**config.mk**
```make
export PLATFORM = sky130hd
export DESIGN_NAME = pipelined_dr_alm
export DESIGN_NICKNAME = d
export VERILOG_FILES = /design/src/rtl/dr_alm_pkg.sv /design/src/rtl/dr_alm_lod.sv /design/src/rtl/pipelined_dr_alm.sv
export SDC_FILE = /design/constraint.sdc
export NUM_CORES = 1
export LEC_CHECK = 0
export CORE_UTILIZATION = 60
export DETAILED_ROUTE_END_ITERATION = 7
export DONT_BUFFER_PORTS = 1
export PLACE_DENSITY = 0.76
export SLEW_MARGIN = 0
export SYNTH_ARGS = -nofsm -noshare
export SYNTH_HDL_FRONTEND = slang
export SYNTH_SLANG_ARGS = --single-unit
```
**constraint.sdc**
```tcl
create_clock -name i_clk -period 6.12 [get_ports i_clk]
set_input_delay 0.612 -clock i_clk [delete_from_list [all_inputs] [get_ports i_clk]]
set_output_delay 0.612 -clock i_clk [all_outputs]
set_load 0.005 [all_outputs]
```
**src/rtl/dr_alm_pkg.sv**
```systemverilog
// rtl/dr_alm_pkg.sv - shared defaults and helpers for the pipelined DR-ALM multiplier
package dr_alm_pkg;

  localparam int DEF_WIDTH    = 16;
  localparam int DEF_KEEP_MAX = 5;

  // Out-of-range truncation requests fall back to the widest kept field.
  function automatic int eff_keep(input int keep, input int keep_max);
    return (keep == 0 || keep > keep_max) ? keep_max : keep;
  endfunction

endpackage

```
**src/rtl/dr_alm_lod.sv**
```systemverilog
// rtl/dr_alm_lod.sv - binary-tree leading-one detector, log2 depth, non-power-of-two widths padded
module dr_alm_lod #(
  parameter int WIDTH = 16,
  parameter int LODW  = $clog2(WIDTH)
) (
  input  logic [WIDTH-1:0] x,
  output logic [LODW-1:0]  k,
  output logic             found
);

  localparam int P = 1 << LODW;

  logic [P-1:0]    node_f;
  logic [LODW-1:0] node_k [P];

  // Each level merges sibling pairs in place; the upper child wins and contributes bit l.
  always_comb begin
    node_f = '0;
    node_f[WIDTH-1:0] = x;
    for (int i = 0; i < P; i++) node_k[i] = '0;
    for (int l = 0; l < LODW; l++) begin
      for (int j = 0; j < (P >> (l + 1)); j++) begin
        node_k[j] = node_f[2*j+1] ? (node_k[2*j+1] | LODW'(1 << l)) : node_k[2*j];
        node_f[j] = node_f[2*j] | node_f[2*j+1];
      end
    end
  end

  assign k     = node_k[0];
  assign found = node_f[0];

endmodule

```
**src/rtl/pipelined_dr_alm.sv**
```systemverilog
// rtl/pipelined_dr_alm.sv - 3-stage signed dynamic-range approximate log multiplier with valid/ready
module pipelined_dr_alm
  import dr_alm_pkg::*;
#(
  parameter int  WIDTH    = DEF_WIDTH,
  parameter int  KEEP_MAX = DEF_KEEP_MAX,
  localparam int KW       = $clog2(KEEP_MAX + 1)
) (
  input  logic               i_clk,
  input  logic               i_rst,
  input  logic               i_valid,
  output logic               o_ready,
  input  logic [WIDTH-1:0]   i_a,
  input  logic [WIDTH-1:0]   i_b,
  input  logic [KW-1:0]      i_keep,
  input  logic               i_comp,
  output logic               o_valid,
  input  logic               i_ready,
  output logic [2*WIDTH-1:0] o_z
);

  localparam int LODW = $clog2(WIDTH);
  localparam int KSW  = LODW + 1;
  localparam int ZW   = 2 * WIDTH;

  typedef struct packed {
    logic             sign;
    logic             zero;
    logic [LODW-1:0]  ka;
    logic [LODW-1:0]  kb;
    logic [WIDTH-1:0] abs_a;
    logic [WIDTH-1:0] abs_b;
    logic [KW-1:0]    keep;
    logic             comp;
  } s1_t;

  // The carry out of the fraction sum is folded into k, so only the fraction is kept.
  typedef struct packed {
    logic                sign;
    logic                zero;
    logic [KSW-1:0]      k;
    logic [KEEP_MAX-1:0] frac;
  } s2_t;

  logic          en1, en2, en3;
  logic          v1, v2, v3;
  s1_t           s1_d, s1_q;
  s2_t           s2_d, s2_q;
  logic [ZW-1:0] z_d, z_q;

  assign en3     = !v3 || i_ready;
  assign en2     = !v2 || en3;
  assign en1     = !v1 || en2;
  assign o_ready = en1;
  assign o_valid = v3;
  assign o_z     = z_q;

  logic [WIDTH-1:0] abs_a, abs_b;
  logic [LODW-1:0]  ka, kb;
  logic             found_a, found_b;

  // Two's-complement negate of the most negative value yields 2^(W-1) as unsigned, exactly.
  assign abs_a = i_a[WIDTH-1] ? -i_a : i_a;
  assign abs_b = i_b[WIDTH-1] ? -i_b : i_b;

  dr_alm_lod #(.WIDTH(WIDTH), .LODW(LODW)) u_lod_a (
    .x     (abs_a),
    .k     (ka),
    .found (found_a)
  );

  dr_alm_lod #(.WIDTH(WIDTH), .LODW(LODW)) u_lod_b (
    .x     (abs_b),
    .k     (kb),
    .found (found_b)
  );

  always_comb begin
    s1_d       = '0;
    s1_d.sign  = i_a[WIDTH-1] ^ i_b[WIDTH-1];
    s1_d.zero  = !(found_a && found_b);
    s1_d.ka    = ka;
    s1_d.kb    = kb;
    s1_d.abs_a = abs_a;
    s1_d.abs_b = abs_b;
    s1_d.keep  = KW'(eff_keep(int'(i_keep), KEEP_MAX));
    s1_d.comp  = i_comp;
  end

  logic [LODW-1:0]     sh_a, sh_b;
  logic [KW-1:0]       drop;
  logic [KEEP_MAX-1:0] ta, tb;
  logic [KEEP_MAX:0]   cbit, sum;

  // Normalise so the leading one sits at bit W-1; the next KEEP_MAX bits are the fraction.
  always_comb begin
    sh_a = LODW'(WIDTH - 1) - s1_q.ka;
    sh_b = LODW'(WIDTH - 1) - s1_q.kb;
    drop = KW'(KEEP_MAX) - s1_q.keep;
    ta   = KEEP_MAX'((s1_q.abs_a << sh_a) >> (WIDTH - 1 - KEEP_MAX));
    tb   = KEEP_MAX'((s1_q.abs_b << sh_b) >> (WIDTH - 1 - KEEP_MAX));
    ta   = (ta >> drop) << drop;
    tb   = (tb >> drop) << drop;
    cbit = s1_q.comp ? ({{KEEP_MAX{1'b0}}, 1'b1} << drop) : '0;
    sum  = {1'b0, ta} + {1'b0, tb} + cbit;

    s2_d      = '0;
    s2_d.sign = s1_q.sign;
    s2_d.zero = s1_q.zero;
    s2_d.k    = KSW'(s1_q.ka) + KSW'(s1_q.kb) + KSW'(sum[KEEP_MAX]);
    s2_d.frac = sum[KEEP_MAX-1:0];
  end

  logic [KEEP_MAX:0] mant;
  logic [ZW-1:0]     mag;

  always_comb begin
    mant = {1'b1, s2_q.frac};
    if (s2_q.k >= KSW'(KEEP_MAX)) begin
      mag = ZW'(mant) << (s2_q.k - KSW'(KEEP_MAX));
    end else begin
      mag = ZW'(mant) >> (KSW'(KEEP_MAX) - s2_q.k);
    end
    z_d = s2_q.zero ? '0 : (s2_q.sign ? -mag : mag);
  end

  always_ff @(posedge i_clk or posedge i_rst) begin
    if (i_rst) begin
      v1   <= 1'b0;
      v2   <= 1'b0;
      v3   <= 1'b0;
      s1_q <= '0;
      s2_q <= '0;
      z_q  <= '0;
    end else begin
      if (en1) begin
        v1 <= i_valid;
        if (i_valid) s1_q <= s1_d;
      end
      if (en2) begin
        v2 <= v1;
        if (v1) s2_q <= s2_d;
      end
      if (en3) begin
        v3 <= v2;
        if (v2) z_q <= z_d;
      end
    end
  end

endmodule

```
# [After elaboration in Yosys (flattened, before gate mapping)]
# Index checks and enable logic that the tools add are counted.
[word_totals] regBits=93 inputBits=40 out_inout_bits=34
[classes] add_sub_neg=12 magnitude_cmp=2 n_shift=9 n_mux=37 bitwise=31 n_reduce_logical=13
[op_table] cell="32-bit 2-to-1 mux" n=3
[op_table] cell="16-bit 2-to-1 mux" n=2
[op_table] cell="4-bit 2-to-1 mux" n=8
[op_table] cell="16-bit negator" n=2
[op_table] cell="32-bit negator" n=1
[op_table] cell="16-bit by 4-bit << shifter with 15-bit output" n=2
[op_table] cell="6-bit by 5-bit << shifter with 32-bit output" n=1
[op_table] cell="6-bit by 5-bit right shift with 32-bit output" n=1
[op_table] cell="1-bit bitwise OR" n=30
[op_table] cell="1-bit 2-to-1 mux" n=16
[op_table] cell="3-bit 2-to-1 mux" n=5
[op_table] cell="5-bit by 3-bit << shifter with 5-bit output" n=2
[op_table] cell="5-bit by 3-bit right shift with 5-bit output" n=2
[op_table] cell="4-bit subtractor (first input constant)" n=2
[op_table] cell="5-bit by 5-bit adder with 6-bit output" n=1
[op_table] cell="6-bit adder" n=1
[op_table] cell="6-bit 2-to-1 mux" n=1
[op_table] cell="2-bit AND reduction" n=3
[op_table] cell="1-bit by 3-bit << shifter with 6-bit output (first input constant)" n=1
[op_table] cell="4-bit by 4-bit adder with 5-bit output" n=1
[op_table] cell="5-bit by 1-bit adder with 5-bit output" n=1
[op_table] cell="5-bit by 3-bit greater-or-equal comparator with 1-bit output (second input constant)" n=1
[op_table] cell="3-bit by 5-bit subtractor with 5-bit output (first input constant)" n=1
[op_table] cell="5-bit by 3-bit subtractor with 5-bit output (second input constant)" n=1
[op_table] cell="other kinds (8)" n=15

# [Longest topological paths before layout]
# Gate-level depths: netlist (run 1).
[depth] word_depth=8 mapped_depth=21 mapped_depth_nobuf=20

# [By module]
# A second synthesis (run 1) with hierarchy kept.
[unflattened] cells_unflattened=894 hier_area_um2=7942.6
[by_module_without_submodules] module="pipelined_dr_alm" instances=1 cells_each=844 area_each_um2=7634.8 seq_area_each_um2=2277.2
[by_module_without_submodules] module="dr_alm_lod" instances=2 cells_each=25 area_each_um2=153.9 seq_area_each_um2=0.0

# [Least setup slack after synthesis (run 1)]
# Ideal clock, no wire load.
[synth_path] path_type="register to register" start="register s1_q[36] in the netlist's numbering" end="register s2_q[9] in the netlist's numbering" setup_time_ns=0.135 arrival_ns=4.382 setup_slack_ns=1.602 path_stages_with_launch=21 path_buffers=1 path_cell_list="dfrtp_1 -> clkbuf_1 -> mux4_2 -> mux2_2 -> nand2_1 -> o21ai_0 -> nand2_1 -> fa_1 -> inv_1 -> ha_1 -> inv_1 -> fa_1 -> inv_1 -> a21o_1 -> a21oi_1 -> xnor2_1 -> fa_1 -> fa_1 -> a21o_1 -> a21oi_1 -> o21ai_0"
[synth_between] elab_chain_cells=7 elab_cells_between_ends=8 cone_classes="add/sub: 5; shift: 3"
[synth_lines] element="start, declared" line="pipelined_dr_alm.sv:47" text="s1_t s1_d, s1_q;"
[synth_lines] element="start signal, assigned" line="pipelined_dr_alm.sv:132" text="s1_q <= '0;"
[synth_lines] element="start signal, assigned" line="pipelined_dr_alm.sv:138" text="if (i_valid) s1_q <= s1_d;"
[synth_lines] element="4-bit subtractor" line="pipelined_dr_alm.sv:98" text="sh_b = LODW'(WIDTH - 1) - s1_q.kb;"
[synth_lines] element="16-bit by 4-bit << shifter with 15-bit output" line="pipelined_dr_alm.sv:101" text="tb = KEEP_MAX'((s1_q.abs_b << sh_b) >> (WIDTH - 1 - KEEP_MAX));"
[synth_lines] element="5-bit by 3-bit right shift with 5-bit output" line="pipelined_dr_alm.sv:103" text="tb = (tb >> drop) << drop;"
[synth_lines] element="5-bit by 3-bit << shifter with 5-bit output" line="pipelined_dr_alm.sv:103"
[synth_lines] element="5-bit by 5-bit adder with 6-bit output" line="pipelined_dr_alm.sv:105" text="sum = {1'b0, ta} + {1'b0, tb} + cbit;"
[synth_lines] element="6-bit adder" line="pipelined_dr_alm.sv:105"
[synth_lines] element="5-bit by 1-bit adder with 5-bit output *" line="pipelined_dr_alm.sv:110" text="s2_d.k = KSW'(s1_q.ka) + KSW'(s1_q.kb) + KSW'(sum[KEEP_MAX]);"
[synth_lines] element="end signal, assigned" line="pipelined_dr_alm.sv:133" text="s2_q <= '0;"
[synth_lines] element="end signal, assigned" line="pipelined_dr_alm.sv:142" text="if (v1) s2_q <= s2_d;"
[synth_lines] element="end, declared" line="pipelined_dr_alm.sv:48" text="s2_t s2_d, s2_q;"
# Every way passes the cells marked *; elsewhere a longest branch is shown, timed or not.
# A chain may end at the register's enable or synchronous reset.

# [Worst setup path in the final report (run 1)]
# Same ends and word-level chain as after synthesis.

==> results of run 1 <==
-- layer usage --
layer | wire [um] | vias to the layer above
met2 | 11100 | 265
met5 | 0 | -
met4 | 861 | 0
li1 | - | 3420
met1 | 8560 | 3519
met3 | 1020 | 61
-- cell usage in the layout (no fill, tap or decap), drive strengths merged, types with 13 or more instances in the layout --
cell type	synthesis	layout
nand2b	15	15
nand2	146	146
dfrtp	91	91
mux4	27	27
inv	27	28
nand3	25	25
ha	16	16
nor2	55	55
o41ai	13	13
nor3	19	19
mux2	22	22
xor2	25	25
o31ai	13	13
o21ai	77	77
mux2i	23	23
xnor2	27	27
a21oi	38	38
-- power breakdown --
part	switching, mW	total (mW)	internal (mW)
sequential	0.248	1.01	0.762
combinational	2.00	3.24	1.24
clock	0.255	0.574	0.319
-- state kept, by name, indices dropped and copies added, names as in the netlist --
signal,flops
s1_q,44
o_valid,1
mant,5
o_z,32
v2,1
s2_q,7
v1,1
-- cells by family (layout without fill, tap and decap cells) --
logic type	after synthesis	after routing
AOI/OAI and AO/OA	267	267
xor gates and xnor gates	52	52
adders and majority gates	24	24
buffers and inverters	93	49
DFF	91	91
muxes	72	72
and+or+nand+nor	343	343
-- final timing paths --
check	start	slack, ns	end
worst min register to register	s1_q[44]	0.49	s1_q[44]
worst max register to register	s1_q[36]	1.17	s2_q[9]
min in group asynchronous	i_rst	0.55	s1_q[26]
worst min-delay path	i_valid	0.38	v1
max in group asynchronous	i_rst	4.35	mant[2]
worst max-delay path	s1_q[36]	1.17	s2_q[9]
-- worst max-delay path, stage by stage, from the launching register on --
cell                      delay, ns
sky130_fd_sc_hd__dfrtp_1       0.94
sky130_fd_sc_hd__mux4_2        0.63
sky130_fd_sc_hd__mux2_2        0.28
sky130_fd_sc_hd__nand2_1       0.06
sky130_fd_sc_hd__o21ai_0       0.08
sky130_fd_sc_hd__nand2_1       0.11
sky130_fd_sc_hd__fa_1          0.41
sky130_fd_sc_hd__inv_1         0.07
sky130_fd_sc_hd__ha_1          0.16
sky130_fd_sc_hd__inv_1         0.06
sky130_fd_sc_hd__fa_1          0.40
sky130_fd_sc_hd__inv_1         0.07
sky130_fd_sc_hd__a21o_1        0.10
sky130_fd_sc_hd__a21oi_1       0.07
sky130_fd_sc_hd__xnor2_1       0.14
sky130_fd_sc_hd__fa_1          0.42
sky130_fd_sc_hd__fa_1          0.42
sky130_fd_sc_hd__a21o_1        0.18
sky130_fd_sc_hd__a21oi_1       0.15
sky130_fd_sc_hd__o21ai_0       0.09
-- layout make-up --
cell class	instances	area [um^2]	share of cell area
multi-input combinational	758	5460	0.649
clock buffer	9	225	0.0268
clock inverter	6	72.6	0.00862
inverter	27	103	0.0122
timing repair buffer	7	55.1	0.00654
sequential	91	2280	0.271
tap	176	220	0.0262
-- timing repair --
item / CTS / global route
hold buffers: 1 / 0
hold endpoints to repair: 1 / 0
resized for setup: 0 / 0
==> key figures, run 1 <==
Global route
  • Total GRT Usage: 0.318
  • Initial antenna violation count: 0
  • First-pass GRT wire length: 35.7 mm
  • Vias in the first global route: 7,133
  • Pin count of the biggest net entering global routing: 91
  • Global routing met2 resource utilization: 0.570
  • Met1 track demand over resource in global routing: 0.367
  • Global routing usage on met3: 0.0541
  • Busiest layer in global routing: met2
  • Residual overflow from global routing: 0

STA
  • Achievable frequency: 202 MHz
  • PnR worst setup slack: 1.17 ns
  • Share of the cycle needed by the critical path after routing: 0.809
  • Number of endpoints failing setup at the final stage: 0
  • Sum Neg Setup Slack: 0 ns
  • Measured slew at the worst slew-check pin: 1.25 ns
  • Setup repair after global routing missed its margin: no
  • Final critical path time including I/O delays and setup: 4.95 ns
  • Max Clock Skew: 0.00884 ns
  • Headroom to the max-slew limit: 0.161
  • Hold slack: 0.378 ns
  • Number of pins exceeding their max-slew limit in the final report: 0
  • Final hold viol count: 0

CTS
  • Clock tree from TritonCTS: built
  • Setup Buffers After CTS: 0
  • Number of sinks driven by the clock tree: 91
  • Number of buffers inserted during clock tree synthesis: 9
  • Clock network latency to the later pin of the worst-skew pair: 0.36 ns
  • Worst-case clock buffer depth: 2
  • Root buffer cell: sky130_fd_sc_hd__clkbuf_16
  • Number of H-tree levels: 3
  • Clock slew at the register clock pins of the worst setup and hold paths: 0.07 ns

Placement
  • Placer Congestion: 0.965
  • Placed wire-length estimate: 16.1 mm
  • Area after DPL: 8110 um^2
  • Placed Instances: 1,058
  • Number of port buffers: 0
  • Worst slack at placement: 1.18 ns

Cells and area
  • Filler Cells Inserted: 1,173
  • Final Instance Count excl. Fillers: 1,074
  • Fraction of layout instances using a drive strength above 1: 0.110
  • Post-layout util: 0.635
  • Total number of nets in the final design: 958
  • Fin area: 8420 um^2
  • Number of antenna repair diodes: 0
  • Area growth, synth to finish: 3.32%

Worst hold path
  • Type of the worst min-delay path: in2reg
  • Cell depth of the worst min-delay path: 1

Detailed routing
  • Residual DRC: 0
  • Overall routed net length: 21.5 mm
  • Total vias in the final route: 7,265
  • DRT antenna net count: 0
  • Avg Vias per Cell: 6.76
  • Routed wire length per instance: 20.0 um
  • TritonRoute pass-1 iters: 5
  • Violation count after the first detailed-route iteration: 644

Synth
  • Total number of yosys warnings: 0
  • Number of enable-type register cells in the synthesized netlist: 0
  • Fraction of synthesized area in multiplexers: 0.133
  • Total of flip-flops plus latches after synthesis: 91
  • Largest family of logic cells by synthesized area: compound AO/OA/AOI/OAI gates
  • Ranking of synthesized cells by area: sky130_fd_sc_hd__dfrtp_1 (28%), sky130_fd_sc_hd__mux4_2 (7.5%), sky130_fd_sc_hd__nand2_1 (6.7%)
  • Async set-or-reset flop fraction in the synthesized netlist: 1.00
  • Average size of a mapped cell: 8.65 um^2
  • Compound-Gate Fraction of Synth Area: 0.228
  • Post-Synth Adder-Cell Area: 0.0442
  • Fraction of synthesized cell area taken by the top area cell type: 0.280
  • Most repeated cell in the gate-level netlist after synthesis: sky130_fd_sc_hd__nand2_1
  • Library cell occupying the most area in the post-synthesis netlist: sky130_fd_sc_hd__dfrtp_1
  • Share of the yosys chip area belonging to registers: 0.280
  • Post-synthesis net count: 1,006
  • Netlist Area Pre-Place: 8150 um^2
  • Simple logic cell fraction of the synthesized area: 0.206
  • Cell types with the highest counts after synthesis: sky130_fd_sc_hd__nand2_1 (146), sky130_fd_sc_hd__dfrtp_1 (91), sky130_fd_sc_hd__o21ai_0 (74)
  • Xor/xnor share of the synthesized area: 0.0587
  • Post-synthesis instance total: 942
  • Predominant post-synthesis flop cell: sky130_fd_sc_hd__dfrtp_1
  • Number of distinct library cells after synthesis: 88

Run
  • MaxCap Viol Count: 0

Floorplanning
  • Number of top-level design ports: 74
  • Core Footprint: 13,200 um^2
  • Area of the die: 14,000 um^2
  • Number of rows created at floorplan: 42
  • Starting density of the core: 0.615
  • Die span in y: 119 um
  • X dimension of the die: 119 um

Power
  • Cell area power density: 574 nW/um^2
  • Pwr Total: 4.83 mW
  • Static Leak: 3.42 nW
  • Worst supply voltage drop on vdd: 0.282 mV

Setup path
  • Worst EP arrival: 5.17 ns
  • Endpoint kind of the worst setup timing path: flip-flop
  • R2R cell count: 19
  • Critical path peak fanout: 19
  • Critical path launch point type: flip-flop
  • Worst Path Class, Setup: reg2reg
  • Critical Path RT: 6.33 ns

Outcome
  • Status: finished clean
Note: power is estimated with default switching activity, not from simulation.
==> run 2, diff against run 1 <==
- CORE_UTILIZATION: 60 -> 59
- PLACE_DENSITY: 0.76 -> 0.78
- clock period: 6.12 -> 4 ns (I/O delays scaled with it)
==> run 2 against run 1 <==
Net effect: the flow now finishes with violations (setup timing); sequential cell count unchanged; total power up 61%; clock skew decreased by 0.0046 ns; clock power increased by 53%; non-clock buffer count rose by 63; worst hold slack worse by 0.27 ns; setup slack got worse by 1.4 ns; wire length shrank 3.6%; sequential share of layout area down 1.6 points; register-to-register slack got worse by 1.4 ns; first-iteration DRC count down 14%; largest cell class unchanged; highest routed layer unchanged.
==> key figures, run 2 (same netlist as run 1, synthesis figures left out) <==
Setup path
  • Endpoint kind of the worst setup timing path: flip-flop
  • Number of buffer and inverter instances along the worst setup path: 2
  • Critical Path RT: 4.22 ns
  • Critical path launch point type: flip-flop
  • Cell-by-cell listing of the critical path: buf_6 -> mux4_2 -> mux4_2 -> nand2_2 -> fa_1 -> fa_2 -> inv_2 -> a21o_1 -> a21oi_2 -> xnor2_1 -> fa_2 -> fa_2 -> a21o_1 -> a21oi_2 -> o21ai_1
  • Worst Path Class, Setup: reg2reg
  • CP max stage cell: sky130_fd_sc_hd__mux4_2
  • Critical path peak fanout: 6
  • Launching element of the worst setup path: s1_q[40]
  • Slowest cell delay on critical path: 0.50 ns
  • Cell family with most CP delay: adder cells
  • Worst EP arrival: 4.43 ns
  • CP dominant cell by count: sky130_fd_sc_hd__fa_2
  • Reg2Reg Launch Point: s1_q[40]

Cells and area
  • Most common cell after layout, fill and taps aside: sky130_fd_sc_hd__nand2_1
  • Number of antenna repair diodes: 0
  • Largest register by flop count: s1_q
  • Fraction of layout instances using a drive strength above 1: 0.186
  • Fin area: 8970 um^2
  • Total number of nets in the final design: 1,021
  • Final Instance Count excl. Fillers: 1,138
  • Most frequent cells in the layout: sky130_fd_sc_hd__nand2_1 (144), sky130_fd_sc_hd__dfrtp_1 (88), sky130_fd_sc_hd__o21ai_0 (69), sky130_fd_sc_hd__buf_4 (64), sky130_fd_sc_hd__nor2_1 (55)
  • Filler Cells Inserted: 1,113
  • Post-layout util: 0.672
  • Max FFs per register: 44
  • Area growth, synth to finish: 10.1%

Floorplanning
  • X dimension of the die: 119 um
  • Area of the die: 14,300 um^2
  • Die span in y: 119 um
  • Number of top-level design ports: 74
  • Number of rows created at floorplan: 42
  • Starting density of the core: 0.610
  • Core Footprint: 13,300 um^2

Placement
  • Area after DPL: 8520 um^2
  • Number of port buffers: 0
  • Placed wire-length estimate: 15.4 mm
  • Placed Instances: 1,112
  • Placer Congestion: 0.999
  • Worst slack at placement: -0.356 ns

CTS
  • Worst-case clock buffer depth: 2
  • Root buffer cell: sky130_fd_sc_hd__clkbuf_16
  • Number of buffers inserted during clock tree synthesis: 9
  • Number of H-tree levels: 3
  • Clock network latency to the later pin of the worst-skew pair: 0.35 ns
  • Clock slew at the register clock pins of the worst setup and hold paths: 0.07 ns
  • Clock tree from TritonCTS: built
  • Number of sinks driven by the clock tree: 91
  • Hold buffer count at CTS: 0

STA
  • Sum Neg Setup Slack: -0.618 ns
  • Headroom to the max-slew limit: 0.382
  • Share of the cycle needed by the critical path after routing: 1.05
  • Measured slew at the worst slew-check pin: 0.925 ns
  • Max Clock Skew: 0.00427 ns
  • Hold slack: 0.103 ns
  • Number of pins exceeding their max-slew limit in the final report: 0
  • Setup repair after global routing missed its margin: yes
  • Number of endpoints failing setup at the final stage: 4
  • Achievable frequency: 237 MHz
  • Final critical path time including I/O delays and setup: 4.21 ns
  • Final hold viol count: 0
  • PnR worst setup slack: -0.212 ns

Detailed routing
  • DRT antenna net count: 0
  • TritonRoute pass-1 iters: 5
  • Overall routed net length: 20.7 mm
  • Residual DRC: 0
  • Violation count after the first detailed-route iteration: 551
  • Avg Vias per Cell: 6.47
  • Routed wire length per instance: 18.2 um
  • Total vias in the final route: 7,362

Global route
  • Residual overflow from global routing: 0
  • Total GRT Usage: 0.302
  • Initial antenna violation count: 0
  • First-pass GRT wire length: 34.5 mm
  • Vias in the first global route: 7,145
  • Pin count of the biggest net entering global routing: 70

Power
  • Pwr Total: 7.77 mW
  • Static Leak: 3.75 nW
  • Cell area power density: 866 nW/um^2
  • Worst supply voltage drop on vdd: 0.385 mV

Outcome
  • Failing checks: setup timing
  • Status: finished with violations

Worst hold path
  • Type of the worst min-delay path: in2async

Run
  • MaxCap Viol Count: 0
## run 2: repair_timing
action,CTS,global route
pin swaps,2,2
gates resized for setup,18,6
endpoints found under the hold margin,0,0
setup buffers,8,2
endpoints found under the setup margin,5,12
## run 2: power by group
| group | leakage [nW] | switching (mW) | internal, mW |
|---|---|---|---|
| clock | 0.144 | 0.389 | 0.489 |
| sequential | 1.12 | 0.305 | 1.17 |
| combinational | 2.48 | 3.12 | 2.30 |
## run 2: final cells by class
type                       instances  area (um^2)  area share
sequential                        91         2280       0.254
inverter                          27          103      0.0114
timing repair buffer              70          551      0.0614
tap                              176          220      0.0245
multi-input combinational        758         5520       0.615
clock inverter                     7         75.1     0.00837
clock buffer                       9          225      0.0251
## run 2: path summary, 6_finish.rpt
| kind | end | slack, ns | cells past startpoint |
|---|---|---|---|
| worst max-delay path | s2_q[9] | -0.21 | 15 |
| worst min-delay path | o_z[25] | 0.10 | 1 |
| worst max register to register | s2_q[9] | -0.21 | 15 |
| worst min register to register | s1_q[45] | 0.49 | 2 |
| max in group asynchronous | s1_q[36] | 2.90 | 2 |
| min in group i_clk | s1_q[0] | 0.16 | 2 |
## run 2: metal layers
layer	global-route usage	share of wire	vias up
met1	0.365	0.41	3461
met5	0	0	-
met3	0.0442	0.048	71
met2	0.524	0.50	301
li1	-	-	3529
met4	0.148	0.039	0
## run 2: worst reg2reg max path, delay by kind of cell (launching register included)
family / cells / cell delay, ns
fa+ha+maj: 4 / 1.62
simple gates: 1 / 0.09
buf+inv: 2 / 0.20
xor+xnor: 1 / 0.14
mux: 2 / 0.99
flops: 1 / 0.47
compound gates: 5 / 0.57
